## src/rtl/next_pc_unit.sv

```systemverilog
`default_nettype none
// ============================================================================
// Module   : next_pc_unit
// Brief    : Fetch-PC owner for a 3-stage F/D/X MIPS pipeline. Predecodes
//            jumps and BHT-predicted branches in D, resolves branches and JR
//            in X, repairs mispredicts and counts X-stage redirects.
// Revision : 1.0 - initial release
// ============================================================================
module next_pc_unit #(
    parameter logic [31:0] RESET_PC    = 32'h0000_0000,
    parameter int          BHT_ENTRIES = 16,
    parameter int          CNT_W       = 32
) (
    input  logic             clk,
    input  logic             rst,
    input  logic             stall,
    input  logic             d_valid,
    input  logic [31:0]      d_pc,
    input  logic [31:0]      d_instr,
    input  logic             x_br_valid,
    input  logic [2:0]       x_br_type,
    input  logic [31:0]      x_pc,
    input  logic [15:0]      x_offset,
    input  logic [31:0]      x_rega,
    input  logic [31:0]      x_regb,
    input  logic             x_pred_taken,
    output logic [31:0]      pc_f,
    output logic             pred_taken_d,
    output logic             kill_f,
    output logic             kill_d,
    output logic [CNT_W-1:0] mispredict_count
);

    localparam int IDX_W = $clog2(BHT_ENTRIES);

    localparam logic [2:0] c_BEQ  = 3'd0;
    localparam logic [2:0] c_BNE  = 3'd1;
    localparam logic [2:0] c_BLEZ = 3'd2;
    localparam logic [2:0] c_BGTZ = 3'd3;
    localparam logic [2:0] c_BLTZ = 3'd4;
    localparam logic [2:0] c_BGEZ = 3'd5;
    localparam logic [2:0] c_JR   = 3'd6;

    logic [31:0]      r_pcF;
    logic [CNT_W-1:0] r_count;
    logic [1:0]       r_bht [BHT_ENTRIES];

    // ---------------- D-stage predecode ----------------
    logic [5:0]       w_op;
    logic [4:0]       w_rt;
    logic             w_dIsJump;
    logic             w_dIsCond;
    logic [IDX_W-1:0] w_dIdx;
    logic             w_dPredTaken;
    logic [31:0]      w_dBrOff;
    logic [31:0]      w_dTarget;
    logic             w_dRedirect;

    assign w_op      = d_instr[31:26];
    assign w_rt      = d_instr[20:16];
    assign w_dIsJump = d_valid && (w_op == 6'h02 || w_op == 6'h03);
    assign w_dIsCond = d_valid && ((w_op >= 6'h04 && w_op <= 6'h07) ||
                                   (w_op == 6'h01 && (w_rt == 5'h00 || w_rt == 5'h01)));
    assign w_dIdx    = d_pc[IDX_W+1:2];
    // Lookup sees the counter as it stood before any same-cycle X update.
    assign w_dPredTaken = !rst && w_dIsCond && r_bht[w_dIdx][1];
    assign w_dBrOff     = {{14{d_instr[15]}}, d_instr[15:0], 2'b00};
    assign w_dTarget    = w_dIsJump ? {d_pc[31:28], d_instr[25:0], 2'b00}
                                    : d_pc + 32'd4 + w_dBrOff;
    assign w_dRedirect  = w_dIsJump || w_dPredTaken;

    // ---------------- X-stage resolve ----------------
    logic        w_xTaken;
    logic        w_xIsCond;
    logic        w_xIsJr;
    logic        w_xMispredict;
    logic        w_xRedirect;
    logic [31:0] w_xPcPlus4;
    logic [31:0] w_xFixPc;
    logic        w_bhtWrite;
    logic [IDX_W-1:0] w_xIdx;

    always_comb begin
        w_xTaken = 1'b0;
        case (x_br_type)
            c_BEQ:   w_xTaken = (x_rega == x_regb);
            c_BNE:   w_xTaken = (x_rega != x_regb);
            c_BLEZ:  w_xTaken = ($signed(x_rega) <= 32'sd0);
            c_BGTZ:  w_xTaken = ($signed(x_rega) >  32'sd0);
            c_BLTZ:  w_xTaken = ($signed(x_rega) <  32'sd0);
            c_BGEZ:  w_xTaken = ($signed(x_rega) >= 32'sd0);
            default: w_xTaken = 1'b0;
        endcase
    end

    assign w_xIsCond     = x_br_valid && (x_br_type <= c_BGEZ);
    assign w_xIsJr       = x_br_valid && (x_br_type == c_JR);
    assign w_xMispredict = w_xIsCond && (w_xTaken != x_pred_taken);
    assign w_xRedirect   = w_xMispredict || w_xIsJr;
    assign w_xPcPlus4    = x_pc + 32'd4;
    assign w_xFixPc      = w_xIsJr   ? x_rega :
                           w_xTaken  ? w_xPcPlus4 + {{14{x_offset[15]}}, x_offset, 2'b00}
                                     : w_xPcPlus4;
    assign w_bhtWrite    = w_xIsCond && !stall && !rst;
    assign w_xIdx        = x_pc[IDX_W+1:2];

    // ---------------- Next-PC selection ----------------
    logic [31:0] w_pcNext;

    always_comb begin
        w_pcNext = r_pcF + 32'd4;
        if (rst)
            w_pcNext = RESET_PC;
        else if (stall)
            w_pcNext = r_pcF;
        else if (w_xRedirect)
            w_pcNext = w_xFixPc;
        else if (w_dRedirect)
            w_pcNext = w_dTarget;
    end

    always_ff @(posedge clk) begin
        if (rst) begin
            r_pcF   <= RESET_PC;
            r_count <= '0;
        end else begin
            r_pcF <= w_pcNext;
            if (!stall && w_xRedirect)
                r_count <= r_count + 1'b1;
        end
    end

    always_ff @(posedge clk) begin
        if (rst) begin
            for (int i = 0; i < BHT_ENTRIES; i++)
                r_bht[i] <= 2'b01;
        end else if (w_bhtWrite) begin
            if (w_xTaken && r_bht[w_xIdx] != 2'b11)
                r_bht[w_xIdx] <= r_bht[w_xIdx] + 2'b01;
            else if (!w_xTaken && r_bht[w_xIdx] != 2'b00)
                r_bht[w_xIdx] <= r_bht[w_xIdx] - 2'b01;
        end
    end

    assign pc_f             = r_pcF;
    assign mispredict_count = r_count;
    assign pred_taken_d     = w_dPredTaken;
    assign kill_f           = rst || (!stall && (w_xRedirect || w_dRedirect));
    assign kill_d           = rst || (!stall && w_xRedirect);

endmodule
`default_nettype wire
```

## config.mk

```make
export PLATFORM = sky130hd
export DESIGN_NAME = next_pc_unit
export DESIGN_NICKNAME = d
export VERILOG_FILES = /design/src/rtl/next_pc_unit.sv
export SDC_FILE = /design/constraint.sdc
export NUM_CORES = 1
export LEC_CHECK = 0
export CAP_MARGIN = 5
export CELL_PAD_IN_SITES_DETAIL_PLACEMENT = 1
export CELL_PAD_IN_SITES_GLOBAL_PLACEMENT = 1
export CORE_MARGIN = 5
export CORE_UTILIZATION = 38
export DETAILED_ROUTE_END_ITERATION = 16
export HOLD_SLACK_MARGIN = 0.02
export PLACE_DENSITY_LB_ADDON = 0.05
export SLEW_MARGIN = 20
export SYNTH_ARGS = -nofsm -noshare
export SYNTH_HDL_FRONTEND = slang
export SYNTH_SLANG_ARGS = --single-unit
```

## constraint.sdc

```tcl
create_clock -name clk -period 8.8 [get_ports clk]
set_input_delay 0.88 -clock clk [delete_from_list [all_inputs] [get_ports clk]]
set_output_delay 0.88 -clock clk [all_outputs]
set_load 0.005 [all_outputs]
```

## Word level (Yosys, flattened, before mapping)

Memories as Yosys holds them, arrays and structs flattened.
Cells that the tools add are included.

- Bits in registers: 64
- Memory bits (writable): 32
- Bits of input ports: 185
- Output and inout bits: 67
- Memories: 1

- Add/sub/neg operators: 8
- $lt $le $gt $ge: 7
- Eq/ne operators: 14
- Mux-type cells: 21
- Bitwise gates (word level): 1
- Reduce and logical (&&, ||, !) cells: 30

Memories:

| name | depth | width | rd ports | clocked after memory_dff | write ports | RTL line | text |
|---|---|---|---|---|---|---|---|
| r_bht | 16 | 2 | 2 | 0 | 16 | 46 | `logic [1:0] r_bht [BHT_ENTRIES];` |

Operators by type and width:

| cell | number |
|---|---|
| 2-to-1 mux 32 bit | 5 |
| adder 32 x 3 -> 32 bit, second input constant | 3 |
| adder 32 bit | 2 |
| adder 32 x 1 -> 32 bit, second input constant | 1 |
| equality test 32 bit | 1 |
| >= comparator 32 x 1 -> 1 bit, second input constant | 1 |
| greater-than comparator 32 x 1 -> 1 bit, second input constant | 1 |
| less-or-equal comparator 32 x 1 -> 1 bit, second input constant | 1 |
| < comparator 32 x 1 -> 1 bit, second input constant | 1 |
| inequality test 32 bit | 1 |
| logical AND 1 bit | 15 |
| equality test 6 x 2 -> 1 bit, second input constant | 2 |
| 2-to-1 mux 1 bit | 12 |
| equality test 3 bit, second input constant | 3 |
| logical OR 1 bit | 8 |
| equality test 3 x 2 -> 1 bit, second input constant | 2 |
| equality test 6 x 1 -> 1 bit, second input constant | 1 |
| >= comparator 6 x 3 -> 1 bit, second input constant | 1 |
| less-or-equal comparator 6 x 3 -> 1 bit, second input constant | 1 |
| one-hot mux 1 bit (6 select lines) | 1 |
| equality test 5 x 1 -> 1 bit, second input constant | 1 |
| logical NOT 5 bit | 1 |
| 2-to-1 mux 2 bit | 2 |
| 2-to-1 mux 4 bit | 1 |
| 11 further kinds | 13 |

## Longest topological paths before layout

- Depth in word-level cells: 12
- Gate-level depth with buffers: 19

## Least setup slack after synthesis

No wires, ideal clock.

- Path type: input port to flip-flop
- Start point: input port x_pc[5]
- End point: register r_pcF[31] (netlist: pc_f[31])
- Arrival time: 4.352 ns
- Data required time: 8.708 ns
- Setup slack: 4.356 ns
- Stages on the path: 17
- Path buffers: 2
- Path through: buf_2 -> and3_1 -> clkbuf_1 -> nand2_1 -> or3_1 -> xnor2_1 -> ha_1 -> a21oi_1 -> o21ai_0 -> a211oi_1 -> o211ai_1 -> o2111ai_1 -> a31oi_1 -> a221oi_1 -> xor2_1 -> and3_1 -> o32ai_1

- Cells in the longest elaborated chain, start to end: 5

Ends and longest elaborated chain:

| item | RTL line | text |
|---|---|---|
| from (decl) | 22 | `input logic [31:0] x_pc,` |
| adder 32 x 3 -> 32 bit (*) | 100 | `assign w_xPcPlus4 = x_pc + 32'd4;` |
| adder 32 bit | 102 | `w_xTaken ? w_xPcPlus4 + {{14{x_offset[15]}}, x_offset, 2'b00}` |
| 2-to-1 mux 32 bit (*) | 102 |  |
| 2-to-1 mux 32 bit (*) | 101 | `assign w_xFixPc = w_xIsJr ? x_rega :` |
| 2-to-1 mux 32 bit (*) | 116 | `else if (w_xRedirect)` |
| to (signal assigned) | 127 | `r_pcF <= w_pcNext;` |
| to (decl) | 44 | `logic [31:0] r_pcF;` |

Mark *: on every way between the ends. The rest lies on a longest branch, timed or not.
A chain may end at the register's enable or synchronous reset.

## Final worst setup path

- Start point: input port x_rega[11]
- End point: output port kill_f

- Cells in the longest elaborated chain, start to end: 8

Ends and longest elaborated chain:

| item | RTL line | text |
|---|---|---|
| from (decl) | 24 | `input logic [31:0] x_rega,` |
| >= comparator 32 x 1 -> 1 bit, or another cell as far along | 91 | `c_BGEZ: w_xTaken = ($signed(x_rega) >= 32'sd0);` |
| one-hot mux 1 bit (6 select lines) (*) | 85 | `case (x_br_type)` |
| inequality test 1 bit (*) | 98 | `assign w_xMispredict = w_xIsCond && (w_xTaken != x_pred_taken);` |
| logical AND 1 bit (*) | 98 |  |
| logical OR 1 bit (*) | 99 | `assign w_xRedirect = w_xMispredict \|\| w_xIsJr;` |
| logical OR 1 bit (*) | 148 | `assign kill_f = rst \|\| (!stall && (w_xRedirect \|\| w_dRedirect));` |
| logical AND 1 bit (*) | 148 |  |
| logical OR 1 bit (*) | 148 |  |
| to (decl) | 29 | `output logic kill_f,` |

Marked as above.

==> impl_metrics.csv <==
group,metric,value,unit
run_status,outcome,"complete, no violations",
die,pin_count,252,
drt,wirelength,43600,um
sta,worst_slew_pin_slew,960,ps
finish,design_area,0.0136,mm^2
drt,viasPerCell,5.99,
synthesis,synth-edff-count,32,
die,dieArea,0.0310,mm^2
synthesis,synthTopCellsByArea,"dfxtp_1, ha_1, edfxtp_1",
sta,period_minus_slack,6120,ps
finish,fillers,3272,
synthesis,synthAdderAreaFrac,0.122,
pwr,ir_worst_vdd,0.106,mV
synthesis,synth_top_family_by_area,"simple AND/OR/NAND/NOR gates",
placed_design,io_buffers,251,
pwr,p_per_area,114,mW/mm^2
setup_path,worstPathBufferInverterCount,3,
finish,area_growth,29.7,%
placed_design,placedCellCount,1834,
placed_design,dp_hpwl,35200,um
clock_network,clock_latency,360,ps
sta,setup_violations,0,
drt,drt_iter0_drc,592,
synthesis,synth_warnings,0,
synthesis,synth-xor-area-share,0.140,
die,num_rows,60,
sta,fin_hold_ws,475,ps
die,core_region_area,0.0270,mm^2
setup_path,worst-endpoint-required,7920,ps
pwr,finalPower,1.55,mW
synthesis,ys_ff_latch,96,
flow_run,maxCapViolCount,0,
setup_path,cp_top_family,"simple AND/OR/NAND/NOR gates",
clock_network,clock_sinks,96,
grt,grt_pass1_vias,11600,
grt,grt_max_degree,76,
setup_path,worst_setup_path_end_kind,"output pin",
synthesis,ys_types,82,
clock_network,ctsResizeCount,0,
sta,post-route-period-util,0.695,
finish,drive_above_1_share,0.0457,
synthesis,synth_top_cell_by_area,"dfxtp_1",
pwr,p_leak,5.21,nW
clock_network,cts_max_path_buffers,2,
synthesis,netlist_area,0.0105,mm^2
clock_network,htreeDepth,3,
synthesis,syn_avg_cell_area,8.14,um^2
finish,nets,1790,
sta,finalSetupTns,0,ps
drt,drt-pass1-iter-count,6,
drt,drc,0,
setup_path,cp_slowest_cell,"o211ai_4",
synthesis,yosysSeqAreaShare,0.214,
clock_network,path_clk_slew,70,ps
grt,grt_overflow,0,
drt,antenna_left,0,
drt,post_drt_wl_per_cell,23.5,um
clock_network,clock-root-buffer,"clkbuf_16",
sta,rsz0062_at_grt,"no",
synthesis,synth_nets,1571,
grt,grt_use_total,0.271,
setup_path,start_kind,"input port",
synthesis,synthSimpleGateAreaFrac,0.222,
clock_network,numCtsBuffers,9,
sta,relSlewSlack,0.358,
sta,skew,13.5,ps
sta,fmax,164,MHz
setup_path,crit_type,"input port to output pin",
synthesis,synthMuxAreaShare,0.0444,
synthesis,synth-compound-area-share,0.220,
die,die_h,176,um
synthesis,synth-main-ff-cell,"dfxtp_1",
synthesis,async_reset_ff_frac,0,
grt,grt_pass1_wl,65900,um
placed_design,place_area,0.0133,mm^2
hold_path,hp-class,"flip-flop to flip-flop",
die,start_util,0.387,
setup_path,max_stage_delay,640,ps
finish,stdcell_count,1850,
sta,drv_slew,0,
grt,grt_antenna_before_repair,2,
synthesis,synth_top_area_frac,0.122,
placed_design,gp_congestion,0.927,
setup_path,crit_arrival,5240,ps
synthesis,synth_cells,1285,
finish,antenna_cells,0,
clock_network,cts_hold_buf,0,
clock_network,postCtsSetupBuffers,0,
drt,num_vias,11100,
clock_network,cts_tree,"yes",
synthesis,yosysMostFrequentCell,"nor2_1",
synthesis,synth_commonest_cells,"nor2_1, nand2_1, ha_1, xor2_1, xnor2_1",
setup_path,crit_fanout,47,
setup_path,path_cells,"clkdlybuf4s50_1 -> xor2_1 -> nor4_1 -> nand4_1 -> o211ai_1 -> nand3_2 -> buf_4 -> o211ai_4 -> nand2b_2 -> nand2b_1 -> o21bai_1 -> clkdlybuf4s50_1",
sta,hold_violations,0,
die,die_width,176,um
setup_path,crit_top_cell,"clkdlybuf4s50_1",
[kinds of logic (layout without fill, tap and decap cells)]
group,count (synthesis),in the layout
buf+inv,92,316
mux,26,26
simple gates,468,468
xor+xnor,167,167
fa+ha+maj,101,101
flops,96,96
compound gates,335,335
[layout make-up]
cell class	count	area, um^2	share of cell area
clock buffer	10	250	0.0184
multi-input combinational	1097	7850	0.578
inverter	34	128	0.00940
sequential	96	2240	0.165
tap	341	427	0.0314
clock inverter	6	65.1	0.00479
timing repair buffer	266	2620	0.193
[sequential cells by signal, summed over array words and instances, names as in the netlist]
signal / flops
r_bht: 32
pc_f: 32
mispredict_count: 32
[layout by cell type, fill, tap and decap left out, types with 23 or more instances in the layout]
| master | instances |
|---|---|
| clkdlybuf4s50_1 | 249 |
| nor2_1 | 130 |
| nand2_1 | 125 |
| ha_1 | 99 |
| xor2_1 | 86 |
| xnor2_1 | 81 |
| a21oi_1 | 78 |
| dfxtp_1 | 64 |
| o21ai_0 | 54 |
| a21o_1 | 52 |
| nand3_1 | 50 |
| inv_1 | 34 |
| edfxtp_1 | 32 |
| nand4_1 | 31 |
| nor3_1 | 23 |
[metal layers]
metal	global-route usage	vias up	wire, um
met5	0	-	23
met4	0.0854	4	1400
met3	0.0546	79	2530
met2	0.490	326	21900
met1	0.322	5468	17700
li1	-	5202	-
[worst reg2reg max path, cell delays in order, from the launching register on]
cell and delay [ps]:
edfxtp_1 440, mux4_2 490, mux4_2 540, nor4b_4 170, buf_4 250, or2_0 240, buf_4 220, nor2_1 150
a221oi_1 60, a21oi_1 350, o221ai_1 290, a21oi_1 210
[path summary, 6_finish.rpt]
kind / from / endpoint / slack, ps / depth (start not counted)
max reg2reg: r_bht[14][1] / pc_f[16] / 5340 / 11
max: x_rega[11] / kill_f / 2680 / 12
min: pc_f[0] / pc_f[0] / 480 / 2
min reg2reg: pc_f[0] / pc_f[0] / 480 / 2
[report_power, final]
group / leakage [nW] / switching (mW) / internal, mW / total (mW)
clock network: 0.155 / 0.210 / 0.218 / 0.429
registers: 0.796 / 0.0214 / 0.472 / 0.493
logic: 4.26 / 0.340 / 0.287 / 0.627
total: 5.21 / 0.572 / 0.977 / 1.55
[stage by stage]
step	setup WS (ps)	util
floorplan	4360	-
global placement	2740	0.491
detailed placement	2710	0.491
CTS	2690	0.502
global route	2550	0.502
finish	2680	0.502
No activity file was read; power rests on OpenSTA's default activity.
